===== config.mk =====
export PLATFORM = sky130hd
export DESIGN_NAME = adc_frame_packer_flat
export DESIGN_NICKNAME = d
export VERILOG_FILES = /design/src/rtl/adc_frame_packer_if.sv /design/src/rtl/adc_frame_packer.sv /design/src/flat_wrapper.sv
export SDC_FILE = /design/constraint.sdc
export NUM_CORES = 1
export LEC_CHECK = 0
export BUFFER_PORTS_ARGS = -buffer_cell sky130_fd_sc_hd__buf_2
export CORE_UTILIZATION = 55
export CTS_BUF_LIST = sky130_fd_sc_hd__clkbuf_16
export DETAILED_ROUTE_END_ITERATION = 10
export PLACE_DENSITY = 0.92
export REMOVE_ABC_BUFFERS = 1
export SLEW_MARGIN = 25
export SYNTH_ARGS = -nofsm -noshare
export SYNTH_HDL_FRONTEND = slang
export SYNTH_SLANG_ARGS = --single-unit

===== constraint.sdc =====
create_clock -name Clk -period 3.7 [get_ports Clk]
set_clock_uncertainty 0.15 [all_clocks]
set_input_delay 0.185 -clock Clk [delete_from_list [all_inputs] [get_ports Clk]]
set_output_delay 0.185 -clock Clk [all_outputs]
set_load 0.01 [all_outputs]

===== src/rtl/adc_frame_packer_if.sv =====
// Bus bundle between the frame packer, the ADC channel FIFOs and the byte-wide UART.
// The packer side takes the master modport; the FIFO/UART side takes the slave modport.
interface adc_frame_packer_if #(
    parameter int NUM_CH = 4
);
    logic [NUM_CH-1:0]   ch_mask;
    logic [NUM_CH-1:0]   ch_rdempty;
    logic [8*NUM_CH-1:0] ch_data;
    logic [NUM_CH-1:0]   ch_rdreq;
    logic [NUM_CH-1:0]   ch_rearm;
    logic [7:0]          uart_data;
    logic                uart_send_en;
    logic                uart_tx_done;
    logic                busy;
    logic [15:0]         frame_cnt;

    modport master (
        input  ch_mask, ch_rdempty, ch_data, uart_tx_done,
        output ch_rdreq, ch_rearm, uart_data, uart_send_en, busy, frame_cnt
    );

    modport slave (
        output ch_mask, ch_rdempty, ch_data, uart_tx_done,
        input  ch_rdreq, ch_rearm, uart_data, uart_send_en, busy, frame_cnt
    );
endinterface


===== src/rtl/adc_frame_packer.sv =====
// Round-robin multi-channel ADC FIFO drain that emits framed packets
// (sync, channel id, BLOCK_LEN samples, 8-bit checksum) over a send_en/tx_done UART.
module adc_frame_packer #(
    parameter int         NUM_CH    = 4,
    parameter int         BLOCK_LEN = 256,
    parameter logic [7:0] SYNC_BYTE = 8'hA5
) (
    input  logic               Clk,
    input  logic               Reset_n,
    adc_frame_packer_if.master bus
);

    typedef enum logic [2:0] {
        S_IDLE, S_HDR, S_CHID, S_RDREQ, S_RDWAIT, S_SEND, S_CSUM, S_DONE
    } state_t;

    state_t      r_state;
    state_t      w_next;
    logic [2:0]  r_cur_ch;
    logic [2:0]  r_last_ch;
    logic [15:0] r_smp_cnt;
    logic [15:0] r_frame_cnt;
    logic [7:0]  r_csum;
    logic [7:0]  r_uart_data;
    logic        r_send_en;

    logic [NUM_CH-1:0] w_req;
    logic              w_hi_found;
    logic              w_lo_found;
    logic [2:0]        w_hi_ch;
    logic [2:0]        w_lo_ch;
    logic              w_found;
    logic [2:0]        w_cand;
    logic              w_cur_empty;
    logic [7:0]        w_cur_data;
    logic              w_tx_state;
    logic              w_byte_done;
    logic              w_last_smp;
    logic [NUM_CH-1:0] w_rdreq;
    logic [NUM_CH-1:0] w_rearm;
    logic              w_busy;

    // Lowest requesting channel above last_ch wins; otherwise wrap to the lowest at or below it.
    always_comb begin
        // NOTE: every combinational output gets a default first so no latch is inferred.
        w_req      = bus.ch_mask & ~bus.ch_rdempty;
        w_hi_found = 1'b0;
        w_lo_found = 1'b0;
        w_hi_ch    = '0;
        w_lo_ch    = '0;
        for (int i = NUM_CH - 1; i >= 0; i--) begin
            if (w_req[i]) begin
                if (3'(i) > r_last_ch) begin
                    w_hi_found = 1'b1;
                    w_hi_ch    = 3'(i);
                end else begin
                    w_lo_found = 1'b1;
                    w_lo_ch    = 3'(i);
                end
            end
        end
        w_found = w_hi_found | w_lo_found;
        w_cand  = w_hi_found ? w_hi_ch : w_lo_ch;
    end

    always_comb begin
        w_cur_empty = 1'b1;
        w_cur_data  = '0;
        for (int i = 0; i < NUM_CH; i++) begin
            if (r_cur_ch == 3'(i)) begin
                w_cur_empty = bus.ch_rdempty[i];
                w_cur_data  = bus.ch_data[8*i +: 8];
            end
        end
    end

    assign w_tx_state  = (r_state == S_HDR) || (r_state == S_CHID) ||
                         (r_state == S_SEND) || (r_state == S_CSUM);
    assign w_byte_done = r_send_en & bus.uart_tx_done;
    assign w_last_smp  = (r_smp_cnt == 16'(BLOCK_LEN - 1));

    always_ff @(posedge Clk or negedge Reset_n) begin
        if (!Reset_n) r_state <= S_IDLE;
        else          r_state <= w_next;
    end

    always_comb begin
        w_next = r_state;
        case (r_state)
            S_IDLE:   if (w_found)      w_next = S_HDR;
            S_HDR:    if (w_byte_done)  w_next = S_CHID;
            S_CHID:   if (w_byte_done)  w_next = S_RDREQ;
            S_RDREQ:  if (!w_cur_empty) w_next = S_RDWAIT;
            S_RDWAIT:                   w_next = S_SEND;
            S_SEND:   if (w_byte_done)  w_next = w_last_smp ? S_CSUM : S_RDREQ;
            S_CSUM:   if (w_byte_done)  w_next = S_DONE;
            S_DONE:                     w_next = S_IDLE;
            default:                    w_next = S_IDLE;
        endcase
    end

    always_comb begin
        w_rdreq = '0;
        w_rearm = '0;
        for (int i = 0; i < NUM_CH; i++) begin
            if (r_cur_ch == 3'(i)) begin
                w_rdreq[i] = (r_state == S_RDREQ) && !w_cur_empty;
                w_rearm[i] = (r_state == S_DONE);
            end
        end
        w_busy = (r_state != S_IDLE) && (r_state != S_DONE);
    end

    // Each byte state loads uart_data on entry, raises send_en one cycle later and
    // drops it on tx_done, which also leaves the state; that guarantees the low gap.
    always_ff @(posedge Clk or negedge Reset_n) begin
        if (!Reset_n) begin
            // NOTE: sequential state uses non-blocking assignments only.
            r_cur_ch    <= '0;
            r_last_ch   <= 3'(NUM_CH - 1);
            r_smp_cnt   <= '0;
            r_frame_cnt <= '0;
            r_csum      <= '0;
            r_uart_data <= '0;
            r_send_en   <= 1'b0;
        end else begin
            if (!w_tx_state || w_byte_done) r_send_en <= 1'b0;
            else                            r_send_en <= 1'b1;

            case (r_state)
                S_IDLE: if (w_found) begin
                    r_cur_ch    <= w_cand;
                    r_smp_cnt   <= '0;
                    r_csum      <= '0;
                    r_uart_data <= SYNC_BYTE;
                end
                S_HDR: if (w_byte_done) begin
                    r_uart_data <= {5'b0, r_cur_ch};
                    r_csum      <= {5'b0, r_cur_ch};
                end
                S_RDWAIT: begin
                    r_uart_data <= w_cur_data;
                    r_csum      <= r_csum + w_cur_data;
                end
                S_SEND: if (w_byte_done) begin
                    if (w_last_smp) r_uart_data <= r_csum;
                    else            r_smp_cnt   <= r_smp_cnt + 16'd1;
                end
                S_DONE: begin
                    r_frame_cnt <= r_frame_cnt + 16'd1;
                    r_last_ch   <= r_cur_ch;
                end
                default: ;
            endcase
        end
    end

    assign bus.ch_rdreq     = w_rdreq;
    assign bus.ch_rearm     = w_rearm;
    assign bus.uart_data    = r_uart_data;
    assign bus.uart_send_en = r_send_en;
    assign bus.busy         = w_busy;
    assign bus.frame_cnt    = r_frame_cnt;

endmodule


===== src/flat_wrapper.sv =====
// flat-port wrapper written by rule: the top's interface ports become plain ports
module adc_frame_packer_flat 
#(
    parameter int         NUM_CH    = 4,
    parameter int         BLOCK_LEN = 256,
    parameter logic [7:0] SYNC_BYTE = 8'hA5
)
  (Clk, Reset_n, bus_ch_mask, bus_ch_rdempty, bus_ch_data, bus_uart_tx_done, bus_ch_rdreq, bus_ch_rearm, bus_uart_data, bus_uart_send_en, bus_busy, bus_frame_cnt);
  adc_frame_packer_if #(.NUM_CH(NUM_CH)) bus_i ();
  input  logic Clk;
  input  logic Reset_n;
  input wire logic [$bits(bus_i.ch_mask)-1:0] bus_ch_mask;
  input wire logic [$bits(bus_i.ch_rdempty)-1:0] bus_ch_rdempty;
  input wire logic [$bits(bus_i.ch_data)-1:0] bus_ch_data;
  input wire logic [$bits(bus_i.uart_tx_done)-1:0] bus_uart_tx_done;
  output wire logic [$bits(bus_i.ch_rdreq)-1:0] bus_ch_rdreq;
  output wire logic [$bits(bus_i.ch_rearm)-1:0] bus_ch_rearm;
  output wire logic [$bits(bus_i.uart_data)-1:0] bus_uart_data;
  output wire logic [$bits(bus_i.uart_send_en)-1:0] bus_uart_send_en;
  output wire logic [$bits(bus_i.busy)-1:0] bus_busy;
  output wire logic [$bits(bus_i.frame_cnt)-1:0] bus_frame_cnt;
  assign bus_i.ch_mask = bus_ch_mask;
  assign bus_i.ch_rdempty = bus_ch_rdempty;
  assign bus_i.ch_data = bus_ch_data;
  assign bus_i.uart_tx_done = bus_uart_tx_done;
  assign bus_ch_rdreq = bus_i.ch_rdreq;
  assign bus_ch_rearm = bus_i.ch_rearm;
  assign bus_uart_data = bus_i.uart_data;
  assign bus_uart_send_en = bus_i.uart_send_en;
  assign bus_busy = bus_i.busy;
  assign bus_frame_cnt = bus_i.frame_cnt;
  adc_frame_packer #(.NUM_CH(NUM_CH), .BLOCK_LEN(BLOCK_LEN), .SYNC_BYTE(SYNC_BYTE)) u_core (.Clk(Clk), .Reset_n(Reset_n), .bus(bus_i));
endmodule

Word level (Yosys, flattened, before mapping)

Index checks and enable logic that the tools add are counted.

Bits in registers: 58
Latch bits: 0
Bits in writable memories: 0
Memory bits (read-only): 0
Output and inout bits: 34
Memories: 0

Add/subtract/negate cells: 3
Multipliers: 0
Div/mod/pow operators: 0
$lt $le $gt $ge: 4
Eq/ne operators: 20
Shifts and indexed selects: 0
Mux-type cells: 69
Bitwise gates (word level): 4
Reduce and logical (&&, ||, !) cells: 19

Operators with widths:

| cell                                                         | count |
|---|---|
| two-way mux 8 bit                                            | 9 |
| two-way mux 3 bit                                            | 22 |
| two-way mux 16 bit                                           | 3 |
| adder 16 x 1 -> 16 bit, second input constant                | 2 |
| one-hot mux 16 bit (2 select lines)                          | 1 |
| one-hot mux 8 bit (4 select lines)                           | 1 |
| two-way mux 1 bit                                            | 29 |
| one-hot mux 3 bit (8 select lines)                           | 1 |
| one-hot mux 8 bit (3 select lines)                           | 1 |
| equality test 16 x 8 -> 1 bit, second input constant         | 1 |
| equality test 3 x 2 -> 1 bit, second input constant          | 4 |
| equality test 3 bit, second input constant                   | 4 |
| inequality test 2 x 1 -> 1 bit, second input constant        | 6 |
| adder 8 bit                                                  | 1 |
| equality test 3 x 1 -> 1 bit, second input constant          | 2 |
| greater-than comparator 1 x 3 -> 1 bit, first input constant | 2 |
| greater-than comparator 2 x 3 -> 1 bit, first input constant | 2 |
| zero test 3 bit                                              | 2 |
| AND reduction 6 bit                                          | 1 |
| nonzero test 3 bit                                           | 2 |
| AND reduction 5 bit                                          | 1 |
| bitwise AND 4 bit                                            | 1 |
| logical OR 1 bit                                             | 4 |
| two-way mux 2 bit                                            | 2 |
| other kinds (12)                                             | 15 |

Logic depth before layout (Yosys ltp)

Gate-level depths: netlist of the first run.

Word-level depth: 12
Gate-level depth with buffers: 10

Worst setup path after synthesis of the first run

OpenSTA, ideal clock, no wires.

Path kind: reg-to-reg
From: register u_core.r_cur_ch[0]
To: register u_core.r_csum[7]
Data arrival time: 2.596 ns
Slack: 0.828 ns
Stages on the path, launching flop included: 10
Buffers on the path: 2
Period minus slack after synthesis: 2.872 ns
Cells stage by stage: dfrtp_1 > buf_2 > clkbuf_1 > mux4_2 > ha_1 > nor4_1 > o21ai_0 > o211a_1 > or2_0 > a221o_1

Cells in the longest elaborated chain, start to end: 7
Elaborated cells on any way between the ends: 10
Those cells by class: add/sub (1); eq/ne (3); mux (5); reduce/logical (1)

Ends and longest elaborated chain:

| element                              | RTL line                | RTL |
|---|---|---|
| start, declared                      | adc_frame_packer.sv:19  | `logic [2:0] r_cur_ch;` |
| start signal, assigned               | adc_frame_packer.sv:132 | `r_cur_ch <= w_cand;` |
| zero test 3 bit                      | adc_frame_packer.sv:70  | `if (r_cur_ch == 3'(i)) begin` |
| two-way mux 8 bit (3 in series)      | adc_frame_packer.sv:70  |  |
| two-way mux 8 bit *                  | adc_frame_packer.sv:70  |  |
| adder 8 bit *                        | adc_frame_packer.sv:143 | `r_csum <= r_csum + w_cur_data;` |
| one-hot mux 8 bit (3 select lines) * | adc_frame_packer.sv:130 | `case (r_state)` |
| end signal, assigned                 | adc_frame_packer.sv:139 | `r_csum <= {5'b0, r_cur_ch};` |
| end signal, assigned                 | adc_frame_packer.sv:143 |  |
| end, declared                        | adc_frame_packer.sv:23  | `logic [7:0] r_csum;` |

Mark *: on every way between the ends. The rest lies on a longest branch, timed or not.
A chain may end at the register's enable or synchronous reset.

Final worst setup path of the first run

Ends and elaborated chain as after synthesis.

==> metrics.log, run 1 <==
INFO  metric crit_top_cell = a211oi_1
INFO  metric cp_slowest_cell = dfrtp_1
INFO  metric cts_hold_buf = 2
INFO  metric antenna_found_initial = 0
INFO  metric fin_setup_tns = 0 ns
INFO  metric area.growth.synth_to_final = 16.2%
INFO  metric post_synth_mux_area_share = 10.8%
INFO  metric portBuffers = 76
INFO  metric hpwl_dp = 5.91 mm
INFO  metric grt_start_max_net_pins = 32
INFO  metric routed_antenna_nets = 0
INFO  metric synth_adder_area_share = 3.79%
INFO  metric worst_setup_path_end_kind = flip-flop
INFO  metric htree_num_levels = 2
INFO  metric floorplan.die.height = 81.8 um
INFO  metric chipWidth = 81.8 um
INFO  metric synthDistinctLibCells = 61
INFO  metric core_area = 6030 sq um
INFO  metric path_max_fanout = 8
INFO  metric avgSynthCellArea = 10.1 sq um
INFO  metric cpLargestDelayFamily = compound AO/OA/AOI/OAI gates
INFO  metric tritoncts.num_buffers = 5
INFO  metric finalNetCount = 472
INFO  metric detailroute.via_count = 3033
INFO  metric synth_area_leader_cell = dfrtp_1
INFO  metric synth_top_family_by_area = simple AND/OR/NAND/NOR gates
INFO  metric crit_chain = mux4_2 -> ha_1 -> a211oi_1 -> o21ai_0 -> a211oi_1 -> nor4_1 -> a221o_1
INFO  metric netlist_area = 3500 sq um
INFO  metric io_pins = 77
INFO  metric post_cts.resized_instances = 0
INFO  metric final_max_slew_viol_count = 0
INFO  metric die_area = 6680 sq um
INFO  metric critical_path.startpoint_type = flip-flop
INFO  metric detailedRoute.firstPassIterationCount = 5
INFO  metric critical-path-max-stage-delay = 0.68 ns
INFO  metric post_layout_nonfiller_instances = 495
INFO  metric antenna_cells = 0
INFO  metric total_routing_usage_gr = 26.5%
INFO  metric peakVddDrop = 484 uV
INFO  metric critPathRequiredTime = 3.73 ns
INFO  metric hp-class = in2reg
INFO  metric cts_post_setup_buffers_inserted = 0
INFO  metric signal_arrival_time_at_the_worst_endpoint = 3.16 ns
INFO  metric wl = 8.27 mm
INFO  metric synth_top_area_share = 38.6%
INFO  metric cts.reportedPaths.clkPinSlew = 0.07 ns
INFO  metric synth.area.top_cells = dfrtp_1 (39%), mux4_2 (5.8%), xor2_1 (4.0%)
INFO  metric first_global_vias = 2905
INFO  metric finalCritPeriodShare = 84.6%
INFO  metric synth_enable_flop_cells = 0
INFO  metric cts_root_cell = clkbuf_16
INFO  metric grt_setup_unrepaired = false
INFO  metric layout_min_cycle_time = 3.13 ns
INFO  metric static-leakage-power = 1.95 nW
INFO  metric synthesis.yosys.warnings = 0
INFO  metric worst_slew_pin_slew = 0.950 ns
INFO  metric route.detailed.drc = 0
INFO  metric via_per_inst = 6.13
INFO  metric floorplan.initialDensity = 58.1%
INFO  metric post_synth_most_frequent_cells = dfrtp_1 (54), nand2_1 (34), nor2_1 (28), nand3_1 (21), o21ai_0 (17)
INFO  metric synth_most_common_cell = dfrtp_1
INFO  metric placed_cells_incl_taps = 485
INFO  metric dominantRegCellSynth = dfrtp_1
INFO  metric critical_path_class = reg2reg
INFO  metric register_area_share_after_synthesis = 40.1%
INFO  metric power.density_cell_area = 660 nW/um^2
INFO  metric worst_skew_pair.late_latency = 0.30 ns
INFO  metric run_status = completed
INFO  metric global_route_wire_length_before_repair = 13.3 mm
INFO  metric timing.max_cap.violations = 0
INFO  metric clock_path_buffers = 2
INFO  metric slew_headroom = 36.7%
INFO  metric area_fraction_in_compound_gates_after_synthesis = 12.9%
INFO  metric numClockSinks = 56
INFO  metric detailedRoute.firstIterationViolations = 147
INFO  metric setup_viol_count_final = 0
INFO  metric ys_async_sr_fraction = 100%
INFO  metric core.rowCount = 28
INFO  metric route.detailed.wl_per_inst = 16.7 um
INFO  metric synth_simple_gate_area_share = 21.4%
INFO  metric final_hold_viol_count = 0
INFO  metric gp_congestion = 0.900
INFO  metric globalRoute.totalOverflow = 0
INFO  metric drive_above_1_share = 28.3%
INFO  metric path_buf_inv = 0
INFO  metric cts_tree = built
INFO  metric maxClockFrequency = 319 MHz
INFO  metric synth_seq_cells = 56
INFO  metric synthesis.instances = 348
INFO  metric synth-xor-area-share = 7.26%
INFO  metric final_util = 67.5%
## cells by family (layout without fill, tap and decap cells)
| family | after synthesis | in the layout |
|---|---|---|
| AND/OR/NAND/NOR | 140 | 140 |
| buffers and inverters | 24 | 96 |
| AO/OA/AOI/OAI | 64 | 64 |
| multiplexers | 25 | 25 |
| XOR/XNOR | 29 | 29 |
| flip-flops | 56 | 56 |
| adder cells (fa/ha/maj) | 10 | 10 |
## final cells by class
type | count | area, sq um
repair buffers | 82 | 430
flip-flops and latches | 56 | 1410
inverters | 6 | 22.5
multi-input cells | 268 | 1960
clock buffers | 5 | 125
fillers | 458 | 1960
well taps | 75 | 93.8
clock inverters | 3 | 25.0
## registers in the layout, summed over array words and instances, names as in the netlist
register / count
u_core.bus.frame_cnt: 16
u_core.r_smp_cnt: 16
u_core.bus.uart_data: 8
u_core.r_csum: 8
u_core.r_state: 3
u_core.r_cur_ch: 2
u_core.r_last_ch: 2
u_core.bus.uart_send_en: 1
## final timing paths
kind / from / end / slack, ns / depth (start not counted)
setup reg to reg: u_core.r_cur_ch[0] / u_core.r_csum[7] / 0.57 / 7
hold / removal: bus_ch_mask[0] / u_core.r_cur_ch[0] / 0.15 / 4
setup / recovery: u_core.r_cur_ch[0] / u_core.r_csum[7] / 0.57 / 7
max in group asynchronous: Reset_n / u_core.r_state[0] / 2.25 / 3
hold reg to reg: u_core.bus.frame_cnt[15] / u_core.bus.frame_cnt[15] / 0.33 / 1
min in group asynchronous: Reset_n / u_core.bus.uart_data[0] / 0.30 / 2
## metrics by stage
stage | setup WS (ns) | hold WS (ns) | area [sq um] | power (W)
floorplan | 0.743 | -0.261 | 3390 | 0.00181
global placement | 0.747 | 0.0864 | 3890 | 0.00212
detailed placement | 0.681 | 0.103 | 3890 | 0.00217
CTS | 0.653 | 0.144 | 4060 | 0.00268
global route | 0.353 | 0.179 | 4070 | 0.00286
finish | 0.570 | 0.150 | 4070 | 0.00268
## routing by layer
metal | track usage, % | vias to the layer above | part of all wire [%]
li1 | - | 1413 | -
met1 | 32.8 | 1457 | 42
met2 | 44.1 | 133 | 48
met3 | 5.78 | 30 | 6.8
met4 | 11.9 | 0 | 2.9
met5 | 0 | - | 0
## power breakdown
group | leakage [nW] | switching (W) | internal, W
logic | 1.13 | 0.000613 | 0.000571
registers | 0.746 | 0.000256 | 0.000755
clock network | 0.0708 | 0.000233 | 0.000256
## layout by cell type (no fill, tap or decap), drive strengths merged, types with 6 or more instances in the layout
master / instances
and3: 6
o211ai: 6
dfrtp: 54
xnor2: 13
buf: 80
nand2b: 8
xor2: 16
nor4: 7
nand3: 22
nor2: 28
ha: 9
mux2: 11
a21oi: 8
o21ai: 18
nand2: 34
inv: 8
mux4: 9
## tightest hold or removal path, stage by stage
cell      delay, ns
buf_2          0.08
nand2b_1       0.09
a21oi_1        0.13
o21ai_0        0.07
Note: power is estimated with default switching activity, not from simulation.
==> run 2: changes to the inputs <==
==> constraint.sdc (replaced) <==
create_clock -name Clk -period 3.2 [get_ports Clk]
set_clock_uncertainty 0.15 [all_clocks]
set_input_delay 0.16 -clock Clk [delete_from_list [all_inputs] [get_ports Clk]]
set_output_delay 0.16 -clock Clk [all_outputs]
set_load 0.01 [all_outputs]
==> run 2 against run 1 <==
Against the previous run:
- non-clock buffer count grew 4
- worst hold slack better by 0.083 ns
- register-to-register slack worse by 0.35 ns
- highest routed layer unchanged
- sequential power grew 9%
==> metrics.log, run 2 (synthesis gave the netlist of run 1 again) <==
INFO  metric run_status = completed
INFO  metric clock_path_buffers = 2 (unchanged)
INFO  metric antenna_found_initial = 0 (unchanged)
INFO  metric length_in_cells_of_the_worst_reg_to_reg_path = 8 (+1)
INFO  metric io_pins = 77 (unchanged)
INFO  metric layout_min_cycle_time = 2.98 ns (-0.154 ns)
INFO  metric slew_headroom = 57.4% (+21 points)
INFO  metric critical_path_class = reg2reg
INFO  metric worst_hold_path.num_cells = 4 (unchanged)
INFO  metric hold_path.startpoint = bus_ch_mask[1]
INFO  metric cts_post_setup_buffers_inserted = 0 (unchanged)
INFO  metric tritoncts.num_buffers = 5 (unchanged)
INFO  metric worst_slew_pin_slew = 0.639 ns (-0.311 ns)
INFO  metric floorplan.initialDensity = 58.1% (unchanged)
INFO  metric swShare = 41.0% (-0.11 points)
INFO  metric globalRoute.totalOverflow = 0 (unchanged)
INFO  metric layout.cells.most_common_list = buf_2 (76), dfrtp_1 (53), nand2_1 (34)
INFO  metric sequentialPowerShare = 35.2% (-2.4 points)
INFO  metric detailroute.via_count = 3041 (+0.26%)
INFO  metric clock_power_share = 18.1% (-0.2 points)
INFO  metric grt_setup_unrepaired = false
INFO  metric area.growth.synth_to_final = 17.1%
INFO  metric floorplan.die.height = 81.8 um (unchanged)
INFO  metric cts_root_cell = clkbuf_16
INFO  metric post_route_worst_setup_slack = 0.224 ns (-0.346 ns)
INFO  metric hpwl_dp = 6.03 mm (+2.0%)
INFO  metric seqCellArea = 1410 sq um (unchanged)
INFO  metric crit_chain = buf_4 -> mux4_2 -> ha_1 -> nor4_1 -> o21ai_0 -> o211a_1 -> or2_0 -> a221o_1
INFO  metric route.detailed.wl_per_inst = 16.8 um (+0.53%)
INFO  metric path_max_fanout = 12 (+4)
INFO  metric grt_start_max_net_pins = 36 (+13%)
INFO  metric htree_num_levels = 2 (unchanged)
INFO  metric critPathRequiredTime = 3.23 ns (-0.50 ns)
INFO  metric chipWidth = 81.8 um (unchanged)
INFO  metric finalCritPeriodShare = 93.0% (+8.4 points)
INFO  metric setup.reg_to_reg.worst_slack = 0.22 ns (-0.35 ns)
INFO  metric finalNetCount = 476 (+0.85%)
INFO  metric timing.max_cap.violations = 0 (unchanged)
INFO  metric p_comb_share = 46.7% (+2.6 points)
INFO  metric cts_tree = built
INFO  metric grt-busiest-layer = met2
INFO  metric detailedRoute.firstPassIterationCount = 7 (+2)
INFO  metric timing.rr.end = u_core.r_csum[7]
INFO  metric p_switching = 0.00128 W (+17%)
INFO  metric final_hold_viol_count = 0 (unchanged)
INFO  metric critical-path-max-stage-delay = 0.54 ns (-0.14 ns)
INFO  metric numClockSinks = 56 (unchanged)
INFO  metric detailedRoute.firstIterationViolations = 238 (+62%)
INFO  metric total_routing_usage_gr = 27.5% (+0.93 points)
INFO  metric final_util = 68.0% (+0.50 points)
INFO  metric core.rowCount = 28 (unchanged)
INFO  metric routed_antenna_nets = 0 (unchanged)
INFO  metric via_per_inst = 6.09 (-0.54%)
INFO  metric hold_path_end = u_core.r_cur_ch[1]
INFO  metric peakVddDrop = 424 uV (-12%)
INFO  metric detailedPlace.worstSlack = 0.152 ns (-0.529 ns)
INFO  metric power.density_cell_area = 766 nW/um^2 (+16%)
INFO  metric grt_util_met3 = 3.89% (-1.9 points)
INFO  metric globalRouteMet1Util = 35.3% (+2.5 points)
INFO  metric multiInputGateArea = 1960 sq um (unchanged)
INFO  metric core_area = 6030 sq um (unchanged)
INFO  metric cp_slowest_cell = mux4_2
INFO  metric worst_setup_path_end_kind = flip-flop
INFO  metric gp_congestion = 0.973 (+8.2%)
INFO  metric first_global_vias = 2950 (+1.5%)
INFO  metric static-leakage-power = 1.97 nW (+1.0%)
INFO  metric die_area = 6680 sq um (unchanged)
INFO  metric cts.reportedPaths.clkPinSlew = 0.07 ns (about the same)
INFO  metric critical_path.startpoint_type = flip-flop
INFO  metric portBuffers = 76 (unchanged)
INFO  metric setup_viol_count_final = 0 (unchanged)
INFO  metric timing.critical_path.from = u_core.r_cur_ch[0]
INFO  metric gr-usage-met2 = 46.9% (+2.7 points)
INFO  metric hp-class = in2reg
INFO  metric final_common_cell = buf_2
INFO  metric fillCellCount = 465 (+1.5%)
INFO  metric route.detailed.drc = 0 (unchanged)
INFO  metric final_max_slew_viol_count = 0 (unchanged)
INFO  metric wl = 8.38 mm (+1.3%)
INFO  metric critical_path.reg2reg.startpoint = u_core.r_cur_ch[0]
INFO  metric signal_arrival_time_at_the_worst_endpoint = 3.01 ns (-0.15 ns)
INFO  metric drive_above_1_share = 29.0% (+0.68 points)
INFO  metric global_route_wire_length_before_repair = 14.0 mm (+5.0%)
INFO  metric worst_skew_pair.late_latency = 0.29 ns (about the same)
INFO  metric fin_setup_tns = 0 ns (unchanged)
INFO  metric internal-power = 0.00185 W (+17%)
INFO  metric maxClockFrequency = 336 MHz (+5.2%)
INFO  metric antenna_cells = 0 (unchanged)
## run 2: cell count changes in the layout (fill, tap and decap cells not counted)
cell / delta
buf_4: +4
## run 2: layout make-up
class | instances | share of cell area, %
clock inverters | 3 | 0.611
flip-flops and latches | 56 | 34.3
repair buffers | 86 | 11.2
clock buffers | 5 | 3.06
well taps | 75 | 2.29
inverters | 6 | 0.550
multi-input cells | 268 | 47.9
## run 2: how the worst max path moves through the flow
| stage | to | slack, ns | cells past startpoint |
|---|---|---|---|
| floorplan | u_core.r_csum[7] | 0.24 | 7 |
| global placement | u_core.r_csum[7] | 0.26 | 8 |
| detailed placement | u_core.r_csum[7] | 0.15 | 8 |
| CTS | u_core.r_csum[7] | 0.13 | 8 |
| global route | u_core.r_csum[7] | 0.13 | 8 |
| finish | u_core.r_csum[7] | 0.22 | 8 |
## run 2: routing by layer
layer / up-vias / part of all wire (%)
li1: 1427 / -
met1: 1473 / 43
met2: 127 / 49
met3: 14 / 5.8
met4: 0 / 1.8
met5: - / 0
## run 2: critical path: cells and delay by family, from the launching register on
family	cells	cell delay (ns)
AO/OA/AOI/OAI	3	0.64
adder cells (fa/ha/maj)	1	0.28
buffers and inverters	1	0.25
flip-flops	1	0.50
multiplexers	1	0.54
AND/OR/NAND/NOR	2	0.50
## run 2: timing repair
| item | CTS | global route |
|---|---|---|
| hold buffers | 2 | 0 |
| resized for setup | 0 | 1 |
| endpoints found under the setup margin | 0 | 1 |
| endpoints found under the hold margin | 20 | 0 |
## run 2: through the flow
stage	total power (W)	instance area, sq um	std cells	hold WS, ns
after floorplan	0.00209	3390	330	-0.286
after global placement	0.00246	3920	489	0.00411
after detailed placement	0.00254	3920	489	0.0195
after CTS	0.00312	4090	499	0.228
after global routing	0.00335	4100	499	0.250
final	0.00314	4100	499	0.233
## run 2: power by group through the flow
stage          clock, W  combinational (W)  sequential (W)
2_1_floorplan         0           0.000933         0.00115
3_3_place_gp          0            0.00137         0.00110
3_5_place_dp          0            0.00143         0.00111
4_1_cts        0.000571            0.00145         0.00110
5_1_grt        0.000602            0.00161         0.00114
6_report       0.000567            0.00147         0.00110
==> run 3: changes to the inputs <==
--- a/config.mk
+++ b/config.mk
@@ -5,8 +5,9 @@
 export SDC_FILE = /design/constraint.sdc
 export NUM_CORES = 1
 export LEC_CHECK = 0
+export ABC_AREA = 1
 export BUFFER_PORTS_ARGS = -buffer_cell sky130_fd_sc_hd__buf_2
-export CORE_UTILIZATION = 55
+export CORE_UTILIZATION = 56
 export CTS_BUF_LIST = sky130_fd_sc_hd__clkbuf_16
 export DETAILED_ROUTE_END_ITERATION = 10
 export PLACE_DENSITY = 0.92
==> run 3 against run 2 <==
Against the previous run:
- first-iteration DRC count rose by 6.7%
- flip-flop and latch count is the same
- sequential share of layout area decreased by 4.0 points
- combinational power grew 20%
- critical endpoint is now u_core.r_csum[6]
- highest routed layer unchanged
==> metrics.log, run 3 <==
INFO  metric final_util = 67.7% (-0.21 points)
INFO  metric tritoncts.num_buffers = 5 (unchanged)
INFO  metric p_comb_share = 52.3% (+5.6 points)
INFO  metric worst_case_hold_slack = 0.189 ns (-0.0442 ns)
INFO  metric global_route_wire_length_before_repair = 17.4 mm (+24%)
INFO  metric synth_top_area_share = 33.8% (-4.8 points)
INFO  metric static-leakage-power = 2.61 nW (+33%)
INFO  metric fin_setup_tns = 0 ns (unchanged)
INFO  metric post_layout_nonfiller_instances = 768 (+54%)
INFO  metric finalCritPeriodShare = 89.3% (-3.8 points)
INFO  metric maxClockFrequency = 350 MHz (+4.2%)
INFO  metric gp_congestion = 0.884 (-9.2%)
INFO  metric critical_path.reg2reg.startpoint = u_core.r_cur_ch[1]
INFO  metric hpwl_dp = 7.39 mm (+23%)
INFO  metric power.density_cell_area = 727 nW/um^2 (-5.0%)
INFO  metric core_area = 6830 sq um (+13%)
INFO  metric grt_start_max_net_pins = 45 (+25%)
INFO  metric placed_cells_incl_taps = 758 (+55%)
INFO  metric synth-xor-area-share = 5.04% (-2.2 points)
INFO  metric detailedRoute.firstIterationViolations = 254 (+6.7%)
INFO  metric timing.critical_path.from = u_core.r_cur_ch[1]
INFO  metric sequentialPowerShare = 31.2% (-4.0 points)
INFO  metric netlist_area = 4000 sq um (+14%)
INFO  metric route.detailed.drc = 0 (unchanged)
INFO  metric worst_setup_path_end_kind = flip-flop
INFO  metric setup_viol_count_final = 0 (unchanged)
INFO  metric post_cts.resized_instances = 0 (unchanged)
INFO  metric finalNetCount = 724 (+52%)
INFO  metric die_area = 7480 sq um (+12%)
INFO  metric cts.reportedPaths.clkPinSlew = 0.07 ns (about the same)
INFO  metric chipWidth = 86.5 um (+5.8%)
INFO  metric peakVddDrop = 540 uV (+27%)
INFO  metric numClockSinks = 56 (unchanged)
INFO  metric timing.max_cap.violations = 0 (unchanged)
INFO  metric routed_antenna_nets = 0 (unchanged)
INFO  metric synth_adder_area_share = 3.32% (-0.47 points)
INFO  metric p_switching = 0.00164 W (+28%)
INFO  metric io_pins = 77 (unchanged)
INFO  metric post_synth_mux_area_share = 0% (-11 points)
INFO  metric via_per_inst = 5.34 (-12%)
INFO  metric worst_skew_pair.late_latency = 0.29 ns (about the same)
INFO  metric globalRoute.totalOverflow = 0 (unchanged)
INFO  metric floorplan.initialDensity = 58.5% (+0.48 points)
INFO  metric synth_simple_gate_area_share = 44.0% (+23 points)
INFO  metric total_routing_usage_gr = 29.1% (+1.6 points)
INFO  metric wl = 9.90 mm (+18%)
INFO  metric area_fraction_in_compound_gates_after_synthesis = 4.63% (-8.2 points)
INFO  metric critical_path_class = reg2reg
INFO  metric fillCellCount = 575 (+24%)
INFO  metric portBuffers = 76 (unchanged)
INFO  metric hp-class = in2reg
INFO  metric internal-power = 0.00172 W (-7.0%)
INFO  metric hold_path.startpoint = bus_ch_data[31]
INFO  metric cts_tree = built
INFO  metric route.detailed.wl_per_inst = 12.9 um (-23%)
INFO  metric run_status = completed
INFO  metric antenna_found_initial = 0 (unchanged)
INFO  metric synth_most_common_cell = nand2_1
INFO  metric synth.area.top_cells = dfrtp_1 (34%), nand2_1 (20%), nor2_1 (7.7%)
INFO  metric slew_headroom = 62.7% (+5.3 points)
INFO  metric area.growth.synth_to_final = 15.7%
INFO  metric first_global_vias = 4085 (+38%)
INFO  metric final_max_slew_viol_count = 0 (unchanged)
INFO  metric layout.cells.most_common_list = nand2_1 (214), nor2_1 (82), buf_2 (75)
INFO  metric clock_path_buffers = 2 (unchanged)
INFO  metric path_max_fanout = 17 (+5)
INFO  metric antenna_cells = 0 (unchanged)
INFO  metric synth_seq_cells = 56 (unchanged)
INFO  metric swShare = 48.8% (+7.9 points)
INFO  metric setup.reg_to_reg.worst_slack = 0.34 ns (+0.12 ns)
INFO  metric final_hold_viol_count = 0 (unchanged)
INFO  metric clock_power_share = 16.5% (-1.6 points)
INFO  metric detailedRoute.firstPassIterationCount = 5 (-2)
INFO  metric synthesis.instances = 595 (+71%)
INFO  metric synth_enable_flop_cells = 0 (unchanged)
INFO  metric signal_arrival_time_at_the_worst_endpoint = 2.89 ns (-0.12 ns)
INFO  metric layout_min_cycle_time = 2.86 ns (-0.120 ns)
INFO  metric detailroute.via_count = 4100 (+35%)
INFO  metric critPathRequiredTime = 3.23 ns (about the same)
INFO  metric multiInputGateArea = 2280 sq um (+16%)
INFO  metric seqCellArea = 1400 sq um (about the same)
INFO  metric post_synth_most_frequent_cells = nand2_1 (214), nor2_1 (82), inv_1 (60), dfrtp_1 (54), nand3_1 (49)
INFO  metric synthesis.yosys.warnings = 0 (unchanged)
INFO  metric drive_above_1_share = 17.0% (-12 points)
INFO  metric htree_num_levels = 2 (unchanged)
INFO  metric synthDistinctLibCells = 36 (-41%)
INFO  metric floorplan.die.height = 86.5 um (+5.8%)
INFO  metric dominantRegCellSynth = dfrtp_1
INFO  metric core.rowCount = 30 (+7.1%)
INFO  metric ys_async_sr_fraction = 100% (unchanged)
INFO  metric worst_slew_pin_slew = 0.559 ns (-0.0796 ns)
INFO  metric critical_path.startpoint_type = flip-flop
INFO  metric synth_area_leader_cell = dfrtp_1
INFO  metric grt_setup_unrepaired = false
INFO  metric cts_root_cell = clkbuf_16
INFO  metric register_area_share_after_synthesis = 35.1% (-5.0 points)
INFO  metric avgSynthCellArea = 6.72 sq um (-33%)
INFO  metric final_common_cell = nand2_1
INFO  metric synth_top_family_by_area = simple AND/OR/NAND/NOR gates
INFO  metric cts_hold_buf = 2 (unchanged)
INFO  metric cts_post_setup_buffers_inserted = 0 (unchanged)
## run 3: worst max-delay path: stages (launching register included)
cell      delay [ns]
dfrtp_1         0.55
nand2_1         0.19
clkinv_1        0.36
nor2_1          0.20
nand2_1         0.07
nand2_1         0.07
ha_1            0.16
inv_1           0.06
fa_1            0.40
inv_1           0.09
nand4_1         0.09
nand3_1         0.11
a21oi_1         0.07
o21ai_0         0.10
nand2_1         0.08
## run 3: final timing paths
path | end | cells past startpoint
min in group asynchronous | u_core.r_smp_cnt[15] | 2
worst min-delay path | u_core.r_csum[7] | 6
worst min register to register | u_core.bus.frame_cnt[15] | 1
worst max-delay path | u_core.r_csum[6] | 14
worst max register to register | u_core.r_csum[6] | 14
max in group asynchronous | u_core.bus.frame_cnt[3] | 3
## run 3: routing by layer
layer	part of all wire (%)	vias to the layer above	global-route usage, %	wire length [um]
met5	0	-	0	0
met4	3.1	0	12.4	304
met3	4.4	35	4.48	432
met2	51	134	52.3	5030
met1	42	1904	34.5	4140
li1	-	2027	-	-
## run 3: cell families after synthesis
logic type	after synthesis
adders and majority gates	10
DFF	56
buffers and inverters	79
AOI/OAI and AO/OA	32
xor gates and xnor gates	23
and+or+nand+nor	395
## run 3: per-stage QoR
stage                     total power (W)  cell area [sq um]  worst slack (ns)
after floorplan                   0.00228               3940             0.758
after global placement            0.00267               4460             0.568
after detailed placement          0.00277               4460             0.417
after CTS                         0.00333               4630             0.408
after global routing              0.00365               4630             0.165
final                             0.00337               4630             0.344
## run 3: final cells by class
cell class	instances	share of cell area, %
Multi-Input combinational cell	460	49.2
Clock inverter	3	0.514
Timing Repair Buffer	80	9.03
Tap cell	96	2.60
Sequential cell	56	30.3
Clock buffer	5	2.70
Inverter	68	5.62
## run 3: power by group through the flow
stage	Combinational [W]	Sequential [W]	Clock [W]
4_1_cts	0.00173	0.00104	0.000560
3_5_place_dp	0.00172	0.00105	0
6_report	0.00176	0.00105	0.000555
3_3_place_gp	0.00163	0.00104	0
2_1_floorplan	0.00123	0.00104	0
5_1_grt	0.00199	0.00107	0.000589
